$ cat src/rtl/lsu_ctrl_if.sv
// Load/store unit bus bundle: execute-stage request, data-memory port and results.
// The slave modport is the LSU itself; master is whatever surrounds it (pipeline + memory).
interface lsu_ctrl_if;
    logic        mem_valid;
    logic [5:0]  alucode;
    logic [31:0] addr;
    logic [31:0] store_data;
    logic        dmem_req;
    logic        dmem_we;
    logic [31:0] dmem_addr;
    logic [3:0]  dmem_be;
    logic [31:0] dmem_wdata;
    logic        dmem_ack;
    logic [31:0] dmem_rdata;
    logic [31:0] load_data;
    logic        done;
    logic        stall;
    logic        misalign;
    logic        bus_err;

    modport master (
        output mem_valid, alucode, addr, store_data, dmem_ack, dmem_rdata,
        input  dmem_req, dmem_we, dmem_addr, dmem_be, dmem_wdata,
               load_data, done, stall, misalign, bus_err
    );

    modport slave (
        input  mem_valid, alucode, addr, store_data, dmem_ack, dmem_rdata,
        output dmem_req, dmem_we, dmem_addr, dmem_be, dmem_wdata,
               load_data, done, stall, misalign, bus_err
    );
endinterface

$ cat src/rtl/lsu_ctrl.sv
// Load/store sequencer between execute stage and a variable-latency data memory.
// Optional REQ timeout with bus error pulse is enabled by defining LSU_TIMEOUT_EN.
module lsu_ctrl #(
    parameter int unsigned TIMEOUT_CYCLES = 255
) (
    input  logic       clk,
    input  logic       rst,
    lsu_ctrl_if.slave  bus
);
    localparam logic [5:0] ALU_LB  = 6'd9;
    localparam logic [5:0] ALU_LH  = 6'd10;
    localparam logic [5:0] ALU_LW  = 6'd11;
    localparam logic [5:0] ALU_LBU = 6'd12;
    localparam logic [5:0] ALU_LHU = 6'd13;
    localparam logic [5:0] ALU_SB  = 6'd14;
    localparam logic [5:0] ALU_SH  = 6'd15;
    localparam logic [5:0] ALU_SW  = 6'd16;

    typedef enum logic [1:0] {S_IDLE, S_REQ, S_DONE} state_t;
    typedef enum logic [1:0] {SZ_B, SZ_H, SZ_W} size_t;

    state_t      r_state;
    logic        r_dmem_req;
    logic        r_dmem_we;
    logic [31:0] r_dmem_addr;
    logic [3:0]  r_dmem_be;
    logic [31:0] r_dmem_wdata;
    logic [31:0] r_load_data;
    logic        r_done;
    logic        r_misalign;
    logic [1:0]  r_off;
    logic        r_is_load;

    logic        w_is_mem;
    logic        w_is_store;
    size_t       w_size;
    logic        w_misaligned;
    logic [3:0]  w_be;
    logic [31:0] w_wdata;

    // NOTE: every always_comb output gets a default first so no path leaves it unassigned (no latch).
    always_comb begin
        w_is_mem   = 1'b1;
        w_is_store = 1'b0;
        w_size     = SZ_W;
        case (bus.alucode)
            ALU_LB, ALU_LBU: w_size = SZ_B;
            ALU_LH, ALU_LHU: w_size = SZ_H;
            ALU_LW:          w_size = SZ_W;
            ALU_SB:          begin w_size = SZ_B; w_is_store = 1'b1; end
            ALU_SH:          begin w_size = SZ_H; w_is_store = 1'b1; end
            ALU_SW:          begin w_size = SZ_W; w_is_store = 1'b1; end
            default:         w_is_mem = 1'b0;
        endcase

        w_misaligned = ((w_size == SZ_H) && bus.addr[0]) ||
                       ((w_size == SZ_W) && (bus.addr[1:0] != 2'b00));

        case (w_size)
            SZ_B: begin
                w_be    = 4'b0001 << bus.addr[1:0];
                w_wdata = {4{bus.store_data[7:0]}};
            end
            SZ_H: begin
                w_be    = bus.addr[1] ? 4'b1100 : 4'b0011;
                w_wdata = {2{bus.store_data[15:0]}};
            end
            default: begin
                w_be    = 4'b1111;
                w_wdata = bus.store_data;
            end
        endcase
    end

`ifdef LSU_TIMEOUT_EN
    localparam logic [7:0] TO_LAST = 8'(TIMEOUT_CYCLES - 1);
    logic [7:0] r_cnt;
    logic       r_bus_err;
`endif

    // NOTE: reset is synchronous here, so it lives inside the clocked branch, not the sensitivity list.
    always_ff @(posedge clk) begin
        if (rst) begin
            r_state      <= S_IDLE;
            r_dmem_req   <= 1'b0;
            r_dmem_we    <= 1'b0;
            r_dmem_addr  <= '0;
            r_dmem_be    <= '0;
            r_dmem_wdata <= '0;
            r_load_data  <= '0;
            r_done       <= 1'b0;
            r_misalign   <= 1'b0;
            r_off        <= '0;
            r_is_load    <= 1'b0;
`ifdef LSU_TIMEOUT_EN
            r_cnt        <= '0;
            r_bus_err    <= 1'b0;
`endif
        end else begin
            r_done     <= 1'b0;
            r_misalign <= 1'b0;
`ifdef LSU_TIMEOUT_EN
            r_bus_err  <= 1'b0;
`endif
            case (r_state)
                S_IDLE: begin
                    if (bus.mem_valid && w_is_mem) begin
                        if (w_misaligned) begin
                            r_misalign <= 1'b1;
                        end else begin
                            r_off        <= bus.addr[1:0];
                            r_is_load    <= ~w_is_store;
                            r_dmem_we    <= w_is_store;
                            r_dmem_addr  <= {bus.addr[31:2], 2'b00};
                            r_dmem_be    <= w_be;
                            r_dmem_wdata <= w_wdata;
                            r_dmem_req   <= 1'b1;
                            r_state      <= S_REQ;
`ifdef LSU_TIMEOUT_EN
                            r_cnt        <= '0;
`endif
                        end
                    end
                end
                S_REQ: begin
                    if (bus.dmem_ack) begin
                        r_dmem_req <= 1'b0;
                        r_done     <= 1'b1;
                        r_state    <= S_DONE;
                        if (r_is_load)
                            r_load_data <= bus.dmem_rdata >> {r_off, 3'b000};
                    end
`ifdef LSU_TIMEOUT_EN
                    // Ack is tested first, so a late ack on the timeout cycle still completes normally.
                    else if (r_cnt == TO_LAST) begin
                        r_dmem_req  <= 1'b0;
                        r_done      <= 1'b1;
                        r_bus_err   <= 1'b1;
                        r_load_data <= '0;
                        r_state     <= S_DONE;
                    end else begin
                        r_cnt <= r_cnt + 8'd1;
                    end
`endif
                end
                default: r_state <= S_IDLE;
            endcase
        end
    end

    assign bus.dmem_req   = r_dmem_req;
    assign bus.dmem_we    = r_dmem_we;
    assign bus.dmem_addr  = r_dmem_addr;
    assign bus.dmem_be    = r_dmem_be;
    assign bus.dmem_wdata = r_dmem_wdata;
    assign bus.load_data  = r_load_data;
    assign bus.done       = r_done;
    assign bus.misalign   = r_misalign;
    assign bus.stall      = bus.mem_valid & w_is_mem & (r_state != S_DONE);
`ifdef LSU_TIMEOUT_EN
    assign bus.bus_err    = r_bus_err;
`else
    assign bus.bus_err    = 1'b0;
`endif
endmodule
$ cat src/flat_wrapper.sv
// flat-port wrapper written by rule: the top's interface ports become plain ports
module lsu_ctrl_flat 
#(
    parameter int unsigned TIMEOUT_CYCLES = 255
)
  (clk, rst, bus_mem_valid, bus_alucode, bus_addr, bus_store_data, bus_dmem_ack, bus_dmem_rdata, bus_dmem_req, bus_dmem_we, bus_dmem_addr, bus_dmem_be, bus_dmem_wdata, bus_load_data, bus_done, bus_stall, bus_misalign, bus_bus_err);
  lsu_ctrl_if bus_i ();
  input  logic clk;
  input  logic rst;
  input wire logic [$bits(bus_i.mem_valid)-1:0] bus_mem_valid;
  input wire logic [$bits(bus_i.alucode)-1:0] bus_alucode;
  input wire logic [$bits(bus_i.addr)-1:0] bus_addr;
  input wire logic [$bits(bus_i.store_data)-1:0] bus_store_data;
  input wire logic [$bits(bus_i.dmem_ack)-1:0] bus_dmem_ack;
  input wire logic [$bits(bus_i.dmem_rdata)-1:0] bus_dmem_rdata;
  output wire logic [$bits(bus_i.dmem_req)-1:0] bus_dmem_req;
  output wire logic [$bits(bus_i.dmem_we)-1:0] bus_dmem_we;
  output wire logic [$bits(bus_i.dmem_addr)-1:0] bus_dmem_addr;
  output wire logic [$bits(bus_i.dmem_be)-1:0] bus_dmem_be;
  output wire logic [$bits(bus_i.dmem_wdata)-1:0] bus_dmem_wdata;
  output wire logic [$bits(bus_i.load_data)-1:0] bus_load_data;
  output wire logic [$bits(bus_i.done)-1:0] bus_done;
  output wire logic [$bits(bus_i.stall)-1:0] bus_stall;
  output wire logic [$bits(bus_i.misalign)-1:0] bus_misalign;
  output wire logic [$bits(bus_i.bus_err)-1:0] bus_bus_err;
  assign bus_i.mem_valid = bus_mem_valid;
  assign bus_i.alucode = bus_alucode;
  assign bus_i.addr = bus_addr;
  assign bus_i.store_data = bus_store_data;
  assign bus_i.dmem_ack = bus_dmem_ack;
  assign bus_i.dmem_rdata = bus_dmem_rdata;
  assign bus_dmem_req = bus_i.dmem_req;
  assign bus_dmem_we = bus_i.dmem_we;
  assign bus_dmem_addr = bus_i.dmem_addr;
  assign bus_dmem_be = bus_i.dmem_be;
  assign bus_dmem_wdata = bus_i.dmem_wdata;
  assign bus_load_data = bus_i.load_data;
  assign bus_done = bus_i.done;
  assign bus_stall = bus_i.stall;
  assign bus_misalign = bus_i.misalign;
  assign bus_bus_err = bus_i.bus_err;
  lsu_ctrl #(.TIMEOUT_CYCLES(TIMEOUT_CYCLES)) u_core (.clk(clk), .rst(rst), .bus(bus_i));
endmodule
$ cat config.mk
export PLATFORM = sky130hd
export DESIGN_NAME = lsu_ctrl_flat
export DESIGN_NICKNAME = d
export VERILOG_FILES = /design/src/rtl/lsu_ctrl_if.sv /design/src/rtl/lsu_ctrl.sv /design/src/flat_wrapper.sv
export SDC_FILE = /design/constraint.sdc
export NUM_CORES = 1
export LEC_CHECK = 0
export ABC_CLOCK_PERIOD_IN_PS = 2600
export BUFFER_PORTS_ARGS = -buffer_cell sky130_fd_sc_hd__clkbuf_2
export CELL_PAD_IN_SITES_DETAIL_PLACEMENT = 1
export CELL_PAD_IN_SITES_GLOBAL_PLACEMENT = 2
export CORE_UTILIZATION = 26
export CTS_CLUSTER_DIAMETER = 120
export DETAILED_ROUTE_END_ITERATION = 12
export GPL_TIMING_DRIVEN = 0
export PLACE_DENSITY_LB_ADDON = 0.1
export SYNTH_ARGS = -nofsm -noshare
export SYNTH_HDL_FRONTEND = slang
export SYNTH_SLANG_ARGS = --single-unit
$ cat constraint.sdc
create_clock -name clk -period 2.6 [get_ports clk]
set_input_delay 0.52 -clock clk [delete_from_list [all_inputs] [get_ports clk]]
set_output_delay 0.52 -clock clk [all_outputs]
set_load 0.01 [all_outputs]
==> results of run 1 <==
cells in the mapped netlist (all sizes together) (4+ instances only):
| cell | instances |
|---|---|
| nand3 | 8 |
| a222oi | 6 |
| a21oi | 71 |
| nand2 | 110 |
| nor2b | 12 |
| dfxtp | 107 |
| nor2 | 67 |
| nor3 | 23 |
| mux2i | 24 |
| a31oi | 4 |
| a311oi | 8 |
| a211oi | 43 |
| buf | 25 |
| clkbuf | 27 |
worst register-to-register path: stages, from the launching register on:
cell	delay (ns)
dfxtp_1	0.31
clkbuf_1	0.32
buf_2	0.36
clkbuf_1	0.50
a211oi_1	0.16
a211oi_1	0.30
a21oi_1	0.07
nor2_1	0.09
worst max-delay path by stage:
stage                           endpoint           start  slack [ns]
6_report                       bus_stall  bus_alucode[1]        0.29
5_1_grt                        bus_stall  bus_alucode[1]        0.17
4_1_cts                        bus_stall  bus_alucode[1]        0.27
3_5_place_dp   u_core.bus.dmem_wdata[26]  bus_alucode[5]        0.16
3_3_place_gp   u_core.bus.dmem_wdata[29]  bus_alucode[5]        0.18
2_1_floorplan            u_core.r_off[0]  bus_alucode[1]        0.60
final cells by class:
| type | instances | area, sq um |
|---|---|---|
| flip-flops and latches | 107 | 2142 |
| multi-input cells | 409 | 2344 |
| clock inverters | 5 | 60.06 |
| inverters | 3 | 11.26 |
| plain buffers | 52 | 287.8 |
| repair buffers | 206 | 1031 |
| clock buffers | 11 | 242.7 |
| fillers | 2255 | 11560 |
| well taps | 229 | 286.5 |
layer usage:
metal  global-route usage (%)  vias to the layer above  wire (um)
li1                         -                     2416          -
met1                    23.49                     2396       7876
met2                    32.13                      146       8624
met3                    4.709                       18       1252
met4                    6.227                        0        273
met5                        0                        -          0
placed cells by master (no fill, tap or decap), types with 2 or more instances in the layout:
master / instances
o31ai_1: 2
nor3b_1: 2
a211oi_1: 26
nand3b_1: 2
a221oi_1: 2
dfxtp_1: 107
nor3_1: 23
clkbuf_1: 28
nor2b_1: 12
nor2_1: 67
conb_1: 3
clkbuf_2: 206
a222oi_1: 6
buf_4: 7
a31oi_1: 4
buf_2: 11
nand2_1: 110
buf_6: 7
o21ai_0: 2
inv_1: 3
clkbuf_16: 9
a211oi_2: 17
and4b_1: 2
nor4bb_1: 2
a21oi_1: 71
o21a_1: 2
a311oi_1: 8
nand3_1: 8
mux2i_1: 24
power breakdown:
| part | total (uW) | internal (uW) | switching, uW |
|---|---|---|---|
| sequential | 1660 | 1650 | 7.40 |
| clock | 1440 | 779 | 657 |
| combinational | 321 | 131 | 190 |
stage by stage:
stage	utilization [%]	worst slack (ns)	total power (uW)	area, sq um
after global routing	35.66	0.1700	3564	6405
after detailed placement	33.97	0.1584	2021	6102
final	35.66	0.2939	3416	6405
after floorplan	-	0.5981	1849	4785
after CTS	35.66	0.2679	3472	6405
after global placement	33.97	0.1797	2015	6102
logic make-up (layout without fill, tap and decap cells):
family | after synthesis | in the layout | synth area share, %
other | 1 | 3 | 0.07850
AO/OA/AOI/OAI | 145 | 145 | 21.90
multiplexers | 25 | 25 | 5.265
XOR/XNOR | 1 | 1 | 0.1834
buffers and inverters | 55 | 277 | 6.260
AND/OR/NAND/NOR | 235 | 235 | 21.48
flip-flops | 107 | 107 | 44.84
sequential cells by signal (all words and copies together), names as in the netlist:
name,cells
u_core.bus.dmem_addr,30
u_core.bus.dmem_be,4
u_core.bus.dmem_req,1
u_core.bus.dmem_wdata,32
u_core.bus.dmem_we,1
u_core.bus.done,1
u_core.bus.load_data,32
u_core.bus.misalign,1
u_core.r_is_load,1
u_core.r_off,2
u_core.r_state,2
==> flow_metrics.tcl, run 1 <==
set metrics [dict create \
    slowest_stage "mux2_2" \
    synthTopCellsByArea "dfxtp_1 (45%), nand2_1 (8.6%), a21oi_1 (7.4%)" \
    critPathTopFamily "multiplexers" \
    core_sq_mm 0.01796 \
    synth_top_area_cell "dfxtp_1" \
    fin_skew_ns 0.008862 \
    reg2reg_depth 7 \
    ctsHoldBuffers 0 \
    cts.sinks 107 \
    insertion_delay_ns 0.36 \
    layout.cells.non_filler 1022 \
    insertedDiodeCount 0 \
    critical_path.cell_chain "clkbuf_2 > buf_2 > nor3_1 > mux2_2 > a21boi_0 > clkbuf_2" \
    crit_buf_inv 3 \
    clk_pin_slew_ns 0.08 \
    ir_worst_vdd_mv 0.3074 \
    cp_data_arrival_time_ns 1.79 \
    min-delay-start "bus_addr[2]" \
    synth_seq_cells 107 \
    p_leak_uw 0.002656 \
    cts_buffers 9 \
    fmax_ghz 0.4336 \
    critPathLaunchType "primary input" \
    dp.cells 1006 \
    ys_types 41 \
    hold_end "u_core.bus.dmem_addr[2]" \
    setup_viol 0 \
    antenna_left 0 \
    wl_per_cell_um 17.64 \
    grt_max_degree 18 \
    crit_type "in -> out" \
    drt-total-wl_um 18030 \
    io_pins 212 \
    endpoint_kind "primary output" \
    rrSetupSlack_ns 0.43 \
    slew_headroom_pct 42.89 \
    area_growth_pct 34.08 \
    crit_path_max_incr_delay_ns 0.44 \
    clock_path_buffers 2 \
    vias 4976 \
    vias_per_cell 4.869 \
    ys_warn_count 0 \
    num_rows 49 \
    hold_path_depth 3 \
    die_area_sq_mm 0.01892 \
    min_period_ns 2.306 \
    htree_levels 3 \
    fin_nets 894 \
    cp_common_cell "clkbuf_2" \
    drt_iter0_markers 150 \
    grt.overflow.total 0 \
    worstPathRequired_ns 2.08 \
    cts_tree "built" \
    die_w_um 137.6 \
    power_density_mw_per_mm2 533.3 \
    ys.flop_type "dfxtp_1" \
    maxSlewViolCount 0 \
    cap_violations 0 \
    synth_edf_count 0 \
    yosysSeqAreaShare_pct 44.84 \
    hold_viol 0 \
    drive_gt1_share_pct 33.92 \
    synth_top_area_share_pct 44.84 \
    rsz0062_at_grt "false" \
    whs_ns 0.3730 \
    syn_inst 569 \
    crit_fanout 10 \
    drc_errors 0 \
    cts_setup_buffers 0 \
    fin_tns_setup_ns 0 \
    r2r-end "u_core.bus.load_data[2]" \
    die_y_um 137.6 \
    mappedNetlistArea_sq_mm 0.004777 \
    start_util_pct 26.59 \
    fin_crit_sh_pct 88.69 \
    path_depth 6 \
    grt_pass1_vias 4935 \
    tightest_slew_ns 0.8566 \
    cts_resized 0 \
    io_buffers 206 \
    async_flop_share_pct 0 \
    drt_pass1_iterations 8 \
    grt_pass1_wl_um 26880 \
    r2r_start "u_core.r_off[0]" \
    cts-root-buf "clkbuf_16" \
    dp_hpwl_um 14250 \
    grt_antenna_before_repair 0 \
    syn_avg_cell_area_sq_um 8.396 \
    hold_class "in -> reg" \
    status "complete, no violations" \
    grt_usage_pct 19.02 \
    gp_congestion 0.7773 \
]
(Power assumes the default switching activity.)
==> inputs of run 2 (changes only) <==
- CELL_PAD_IN_SITES_DETAIL_PLACEMENT: 1 -> not set
- CELL_PAD_IN_SITES_GLOBAL_PLACEMENT: 2 -> not set
- CORE_UTILIZATION: 26 -> 41
- SETUP_SLACK_MARGIN: not set -> 0.4
==> flow_metrics.tcl, run 2 (same netlist as run 1, synthesis figures left out) <==
set metrics [dict create \
    grt_pass1_vias 4466 \
    fmax_ghz 0.4666 \
    cp_common_cell "clkbuf_2" \
    cts_tree "built" \
    total_power_uw 3268 \
    grt_usage_pct 24.57 \
    fin_crit_sh_pct 82.42 \
    crit_type "in -> out" \
    clk_pin_slew_ns 0.07 \
    rsz0062_at_grt "true" \
    layout_common_cells "clkbuf_2 (208), nand2_1 (110), dfxtp_1 (107), a21oi_1 (71), nor2_1 (67)" \
    cap_violations 0 \
    insertedDiodeCount 0 \
    drc_errors 0 \
    setup_viol 0 \
    crit_fanout 10 \
    num_rows 39 \
    fillCellCount 1129 \
    cts.sinks 107 \
    power_density_mw_per_mm2 518.9 \
    hold_path_depth 3 \
    p_leak_uw 0.002661 \
    fin_tns_setup_ns 0 \
    slew_headroom_pct 46.74 \
    grt_pass1_wl_um 22510 \
    antenna_left 0 \
    drt_iter0_markers 254 \
    fin_skew_ns 0.008996 \
    ctsHoldBuffers 0 \
    area_growth_pct 31.82 \
    hold_viol 0 \
    cts-root-buf "clkbuf_16" \
    die_area_sq_mm 0.01209 \
    wl_per_cell_um 15.97 \
    critPathTopFamily "buffers and inverters" \
    grt_use_met1_pct 31.48 \
    drive_gt1_share_pct 34.34 \
    status "complete, no violations" \
    layout_commonest_cell "clkbuf_2" \
    cts_buffers 9 \
    gr-usage-met3_pct 4.683 \
    io_buffers 206 \
    gp_congestion 0.9108 \
    hold_class "in -> reg" \
    whs_ns 0.3846 \
    clock_path_buffers 2 \
    layout_setup_ws_ns 0.4570 \
    die_w_um 109.9 \
    ir_worst_vdd_mv 0.3403 \
    start_util_pct 42.02 \
    drt-total-wl_um 14930 \
    vias 4896 \
    dp_hpwl_um 11690 \
    worstPathRequired_ns 2.08 \
    min_period_ns 2.143 \
    cp_data_arrival_time_ns 1.62 \
    maxSlewViolCount 0 \
    tightest_slew_ns 0.7988 \
    fin_nets 894 \
    reg2reg_depth 7 \
    slowest_stage "mux2_4" \
    grt_antenna_before_repair 0 \
    critPathLaunchType "primary input" \
    endpoint_kind "primary output" \
    grt.overflow.total 0 \
    dp_slack_ns 0.2268 \
    insertion_delay_ns 0.35 \
    vias_per_cell 5.236 \
    critical_path.cell_chain "clkbuf_2 > buf_2 > nor3_4 > mux2_4 > a21boi_0 > clkbuf_2" \
    io_pins 212 \
    drt_pass1_iterations 7 \
    htree_levels 3 \
    use_met2_pct 39.87 \
    core_sq_mm 0.01137 \
    path_depth 6 \
    crit_buf_inv 3 \
    crit_path_max_incr_delay_ns 0.36 \
    grt_max_degree 20 \
    busiest_layer "met2" \
    die_y_um 109.9 \
    cts_setup_buffers 0 \
]
-- run 2: power by group --
group          total, uW  switching (uW)  internal, uW  leakage, uW
logic                315             183           132      0.00166
clock network       1290             629           665     0.000139
registers           1660            7.68          1650     0.000863
-- run 2: cell type report --
class,count,area (sq um),share of cell area [%]
clock buffer,9,225.2,3.576
inverter,3,11.26,0.1788
tap,143,178.9,2.841
multi-input combinational,409,2359,37.45
buffer,52,290.3,4.610
timing repair buffer,206,1031,16.37
clock inverter,6,60.06,0.9537
sequential,107,2142,34.02
-- run 2: per-stage QoR --
stage               std cells  area [sq um]  util (%)
global placement          920          5995     52.72
detailed placement        920          5995     52.72
floorplan                 571          4785         -
CTS                       935          6289     55.31
finish                    935          6297     55.39
global route              935          6297     55.39
-- run 2: routing by layer --
metal  share of wire (%)  wire, um
met4                 1.9       286
met3                 7.6      1132
met2                  47      7041
met5                   0         0
met1                  43      6469
-- run 2: worst reg2reg max path, stage by stage, from the launching register on --
cell      delay [ns]
dfxtp_1         0.31
clkbuf_1        0.32
buf_2           0.37
clkbuf_2        0.32
a211oi_1        0.12
a211oi_1        0.25
a21oi_1         0.07
nor2_1          0.11
-- run 2: repair_timing --
action | in CTS | in global routing
cloned | 0 | 0
gates resized for setup | 2 | 5
pin swaps | 0 | 0
endpoints found under the setup margin | 1 | 10
-- run 2: worst paths after layout --
| kind | from | endpoint | slack (ns) |
|---|---|---|---|
| max | bus_alucode[1] | bus_stall | 0.46 |
| min | bus_addr[19] | u_core.bus.dmem_addr[19] | 0.38 |
| max reg2reg | u_core.r_off[0] | u_core.bus.load_data[2] | 0.66 |
| min reg2reg | u_core.bus.load_data[24] | u_core.bus.load_data[24] | 0.45 |
